**src/rtl/instr_cache_set_refill.sv**
```systemverilog
// One E-way I-cache set with LRU replacement and a multi-beat L2 refill.
// Ports: clk/reset, ActiveSet/Flush/Block/Tag lookup, RepReq/RepValid/RepWord refill, Data/CacheSetMiss/RepDone out.
module instr_cache_set_refill #(
  parameter int B           = 64,
  parameter int NumTagBits  = 20,
  parameter int E           = 4,
  parameter int RefillWidth = 64
) (
  input  logic                    clk,
  input  logic                    reset,
  input  logic                    ActiveSet,
  input  logic                    Flush,
  input  logic [$clog2(B)-1:0]    Block,
  input  logic [NumTagBits-1:0]   Tag,
  input  logic                    RepValid,
  input  logic [RefillWidth-1:0]  RepWord,
  output logic [31:0]             Data,
  output logic                    CacheSetMiss,
  output logic                    RepReq,
  output logic                    RepDone
);
  localparam int Beats = B * 8 / RefillWidth;
  localparam int OffW  = $clog2(B);
  localparam int WayW  = $clog2(E);
  localparam int BeatW = $clog2(Beats);
  localparam int BitW  = $clog2(B * 8);
  localparam int RwW   = $clog2(RefillWidth);

  typedef enum logic {Idle, Fill} state_t;

  logic [B*8-1:0]        blockData [E];
  logic [NumTagBits-1:0] blockTag  [E];
  logic [E-1:0]          valid;
  logic [WayW-1:0]       age       [E];
  state_t                state;
  logic [BeatW-1:0]      beatCnt;
  logic [NumTagBits-1:0] repTag;
  logic [WayW-1:0]       victim;
  logic                  victimWasValid;

  logic                  hit;
  logic [WayW-1:0]       hitWay;
  logic [WayW-1:0]       newVictim;
  logic [BitW-1:0]       wordBit;
  logic [BitW-1:0]       beatBit;
  logic                  lastBeat;
  logic                  startFill;
  logic                  unusedBlockLsbs;

  assign unusedBlockLsbs = ^Block[1:0];
  assign wordBit = {Block[OffW-1:2], 5'd0};
  assign beatBit = {beatCnt, {RwW{1'b0}}};

  always_comb begin
    hit    = 1'b0;
    hitWay = '0;
    for (int w = E - 1; w >= 0; w--) begin
      if (ActiveSet && valid[w] && blockTag[w] == Tag) begin
        hit    = 1'b1;
        hitWay = WayW'(w);
      end
    end
  end

  // Lowest invalid way wins; otherwise the oldest valid way.
  always_comb begin
    newVictim = '0;
    for (int w = E - 1; w >= 0; w--) begin
      if (age[w] == WayW'(E - 1)) newVictim = WayW'(w);
    end
    for (int w = E - 1; w >= 0; w--) begin
      if (!valid[w]) newVictim = WayW'(w);
    end
  end

  always_comb begin
    Data = '0;
    if (hit) Data = blockData[hitWay][wordBit +: 32];
  end

  assign CacheSetMiss = ~hit;
  assign lastBeat  = (state == Fill) && RepValid
                   && (beatCnt == BeatW'(Beats - 1));
  assign startFill = (state == Idle) && ActiveSet && !hit && !Flush;

  always_ff @(posedge clk or posedge reset) begin
    if (reset) begin
      valid          <= '0;
      for (int w = 0; w < E; w++) age[w] <= WayW'(E - 1);
      state          <= Idle;
      beatCnt        <= '0;
      repTag         <= '0;
      victim         <= '0;
      victimWasValid <= 1'b0;
      RepReq         <= 1'b0;
      RepDone        <= 1'b0;
    end else begin
      RepDone <= 1'b0;
      if (Flush) begin
        valid   <= '0;
        for (int w = 0; w < E; w++) age[w] <= WayW'(E - 1);
        state   <= Idle;
        beatCnt <= '0;
        RepReq  <= 1'b0;
      end else begin
        // Hits in the commit cycle leave LRU to the fill update.
        if (hit && !lastBeat) begin
          for (int w = 0; w < E; w++) begin
            if (WayW'(w) == hitWay) begin
              age[w] <= '0;
            end else if (valid[w] && age[w] < age[hitWay]) begin
              age[w] <= age[w] + 1'b1;
            end
          end
        end
        unique case (state)
          Idle: begin
            if (startFill) begin
              state           <= Fill;
              repTag          <= Tag;
              victim          <= newVictim;
              victimWasValid  <= valid[newVictim];
              valid[newVictim] <= 1'b0;
              RepReq          <= 1'b1;
            end
          end
          Fill: begin
            if (RepValid) beatCnt <= beatCnt + 1'b1;
            if (lastBeat) begin
              valid[victim] <= 1'b1;
              beatCnt       <= '0;
              RepReq        <= 1'b0;
              RepDone       <= 1'b1;
              state         <= Idle;
              for (int w = 0; w < E; w++) begin
                if (WayW'(w) == victim) begin
                  age[w] <= '0;
                end else if (valid[w]) begin
                  if (!victimWasValid) begin
                    if (age[w] != WayW'(E - 1)) age[w] <= age[w] + 1'b1;
                  end else if (age[w] < age[victim]) begin
                    age[w] <= age[w] + 1'b1;
                  end
                end
              end
            end
          end
          default: state <= Idle;
        endcase
      end
    end
  end

  // Tag and data arrays carry no reset; Valid guards them.
  always_ff @(posedge clk) begin
    if (state == Fill && RepValid && !Flush) begin
      blockData[victim][beatBit +: RefillWidth] <= RepWord;
    end
    if (lastBeat && !Flush) begin
      blockTag[victim] <= repTag;
    end
  end
endmodule

```
**config.mk**
```make
export PLATFORM = sky130hd
export DESIGN_NAME = instr_cache_set_refill
export DESIGN_NICKNAME = d
export VERILOG_FILES = /design/src/rtl/instr_cache_set_refill.sv
export SDC_FILE = /design/constraint.sdc
export NUM_CORES = 2
export LEC_CHECK = 0
export CAP_MARGIN = 10
export CORE_MARGIN = 2
export CORE_UTILIZATION = 61
export DETAILED_ROUTE_END_ITERATION = 12
export PLACE_DENSITY = 0.85
export SETUP_SLACK_MARGIN = 0.15
export SYNTH_ARGS = -nofsm -noshare
export SYNTH_HDL_FRONTEND = slang
export SYNTH_SLANG_ARGS = --single-unit
export TNS_END_PERCENT = 50
```
**constraint.sdc**
```tcl
create_clock -name clk -period 14.3 [get_ports clk]
set_clock_uncertainty 0.2 [all_clocks]
set_input_delay 2.145 -clock clk [delete_from_list [all_inputs] [get_ports clk]]
set_output_delay 2.145 -clock clk [all_outputs]
set_load 0.05 [all_outputs]
```
==> impl_metrics.ini <==
[finish]
fin_area_um2 = 96430
drive_above_1_share_pct = 11.85
nets = 5905
final_core_util_pct = 68.27
multi_input_area_um2 = 20120
syn2layout_area_growth_pct = 11.31
regArea_um2 = 64940
finalNonFillerCells = 7862
nFillCells = 8513

[synthesis]
netlist.area_leader.share_pct = 73.76
synth.largest_area_cell = edfxtp_1
synth_ff_type = edfxtp_1
ys_seq_area_share_pct = 74.96
synth_top_cells_by_area = edfxtp_1 74%, o221ai_1 3.8%, and2_1 3.2%, nor2_1 3.0%, o221a_2 2.2%
synth_area_per_cell_um2 = 15.09
synth_nets = 5852
synth_warnings = 0
async_reset_ff_share_pct = 1.890
synth_cells = 5742
synth_enable_flop_cells = 2128
ys_ff_latch = 2169
ys_types = 88
syn_area_um2 = 86630

[setup_path]
cp_slowest_stage_delay_ns = 1.04
crit_path_end_kind = output port
worstSetupPathType = input pin to output port
crit_required_ns = 11.95
path_cells = clkdlybuf4s50_1, xor2_1, or4_4, or4_4, nor2_8, buf_4, or3_4, buf_12, o221ai_1, o311ai_1, o311ai_1, a211oi_1, clkdlybuf4s50_1
rr_startpoint = beatCnt[0]$_DFFE_PP0P_
crit_slowest_cell = clkdlybuf4s50_1
worst_r2r_path_depth = 9
cp_max_fo = 81
cp-startpoint = Tag[10]
startpoint_type = input pin
cp.arrival_ns = 9.33

[pwr]
p_clk_share_pct = 41.5
power.share.switching_pct = 21.18
p_sw_uw = 2679
powerDensity_nw_per_um2 = 131.2
p_int_uw = 9970
leakage_uw = 0.03064
peakVddDrop_uv = 118.5
power.share.sequential_pct = 55.2
combPwrFrac_pct = 3.3

[grt]
grt_pass1_wl_um = 384200
grt_pass1_vias = 58340
grt_antenna_before_repair = 16
track_usage_pct = 36.49
grt_start_max_net_pins = 128
overflow = 0

[sta]
finalWorstPathRequiredPeriod_ns = 11.68
min_period_over_period_pct = 81.65
fmax_mhz = 85.64
tightest_slew_ns = 1.359
final-setup-viol-count = 0
rsz0062_at_grt = false
finalHoldViolations = 0
slew_violations = 0
tns_ns = 0
slew_headroom_pct = 9.369

[flow_run]
cap_violations = 0

[hold_path]
hp-start = RepReq$_DFFE_PP0P_
min_path_cells = 2
hp-class = register to register

[die]
die_area_um2 = 145100
core.rowCount = 138
ios = 130
die_w_um = 380.9
core-area_um2 = 141200
die_h_um = 380.9
start_util_pct = 61.34

[clock_tree]
cts_setup_buffers = 0
clk-insertion-delay-late_ns = 0.84
cts_resized = 0
cts_hold_buffers = 0
cts_max_level = 4
clk_path_buf_depth = 3
cts_tree = yes
clockRootBuffer = clkbuf_16
clk_pin_slew_worst_paths_ns = 0.06
numCtsBuffers = 200
cts_sinks = 2169

[drt]
vias_per_cell = 7.415
drc_errors = 0
drtIter0Drc = 10440
drt_pre_antenna_iters = 7
final_antenna_net_count = 0
wl_per_cell_um = 34.20
wl_um = 268900
via_count = 58300

[run_status]
status = finished clean

[placed_design]
numPortBuffers = 127
place_congestion = 0.8694
placed_cells = 7483
dp_hpwl_um = 142800
placed_cell_area_um2 = 90030
==> kinds of logic (layout without fill, tap and decap cells) <==
group / Yosys count / after routing / share of synthesized area, %
compound gates: 1300 / 1300 / 11.82
simple gates: 1684 / 1684 / 9.519
mux: 24 / 24 / 0.3235
fa+ha+maj: 18 / 18 / 0.2513
buf+inv: 466 / 681 / 2.314
other cells: 0 / 15 / 0
flops: 2169 / 2169 / 74.96
xor+xnor: 81 / 81 / 0.8189
==> registers in the layout (all words and copies together) (netlist names) <==
signal          count
state               1
victim              2
repTag             20
valid               4
blockData        2048
RepReq              1
RepDone             1
age                 8
beatCnt             3
victimWasValid      1
blockTag           80
==> placed cells by master (no fill, tap or decap), types with 15 or more instances in the layout <==
master           instances
and2_1                 439
o31ai_1                 31
o21ai_0                169
or3_1                   39
mux2_2                  21
diode_2                 15
nor2_1                 654
ha_1                    15
nor4_1                  22
o211ai_1                23
a21oi_1                145
clkinv_2                38
nand2_1                114
a22oi_1                 15
o22a_1                  15
nand4_1                 23
o21a_1                  24
a221oi_1                17
clkdlybuf4s50_1        124
xor2_1                  36
a211oi_1                29
dfrtp_1                 33
o221a_2                173
nand3_1                 55
o22ai_1                106
bufinv_16               15
nor2_4                  42
clkbuf_1                47
clkinv_1                46
nor3_1                 212
xnor2_1                 45
buf_4                  131
inv_1                   49
o311ai_0                15
clkbuf_16              203
edfxtp_1              2128
a311oi_1                17
o221ai_1               378
==> synthesized netlist by cell type, types with 45 or more instances <==
library cell	instances
a21oi_1	145
and2_1	440
buf_2	111
clkbuf_1	250
edfxtp_1	2128
inv_1	51
nand2_1	117
nand3_1	58
nor2_1	702
nor3_1	216
o21ai_0	169
o221a_2	173
o221ai_1	378
o22ai_1	106
xnor2_1	45
==> stage by stage <==
step	total power, uW	hold WS, ns	setup WS (ns)
after floorplan	7316	0.2709	5.522
after global placement	7490	0.2852	3.038
after detailed placement	7505	0.3022	2.999
after CTS	12590	0.3157	2.970
after global routing	12850	0.3314	2.746
final	12650	0.3017	2.624
==> final timing paths <==
check / end / slack (ns)
worst min-delay path: RepReq$_DFFE_PP0P_ / 0.30
worst min register to register: RepReq$_DFFE_PP0P_ / 0.30
worst max-delay path: Data[30] / 2.62
worst max register to register: blockData[1][48]$_DFFE_PP_ / 8.89
min in group asynchronous: RepDone$_DFF_PP0_ / 1.60
max in group asynchronous: repTag[14]$_DFFE_PP0P_ / 11.87
==> power groups by stage <==
stage	logic, uW	clock network [uW]	registers [uW]
floorplan	215	0	7100
global placement	380	0	7110
detailed placement	393	0	7110
CTS	399	5220	6980
global route	428	5450	6980
finish	421	5250	6980
==> cell type report <==
class	count	area share (%)
tap	1890	2.452
inverter	51	0.2037
clock buffer	250	5.451
sequential	2169	67.34
timing repair buffer	266	2.499
multi-input combinational	3107	20.87
clock inverter	114	1.144
antenna	15	0.03893
==> per-layer routing <==
| metal | vias up | GRT usage [%] | wire [um] |
|---|---|---|---|
| li1 | 22800 | - | - |
| met1 | 27820 | 45.00 | 81200 |
| met2 | 6177 | 54.93 | 118400 |
| met3 | 1485 | 12.61 | 47890 |
| met4 | 12 | 24.22 | 21330 |
| met5 | - | 0 | 121 |
==> critical path: cells and delay by family <==
kind                   cells  cell delay (ns)
AO/OA/AOI/OAI              4             1.72
XOR/XNOR                   1             0.27
buffers and inverters      4             2.85
AND/OR/NAND/NOR            4             2.15
Power figures use the tool's default switching activity.
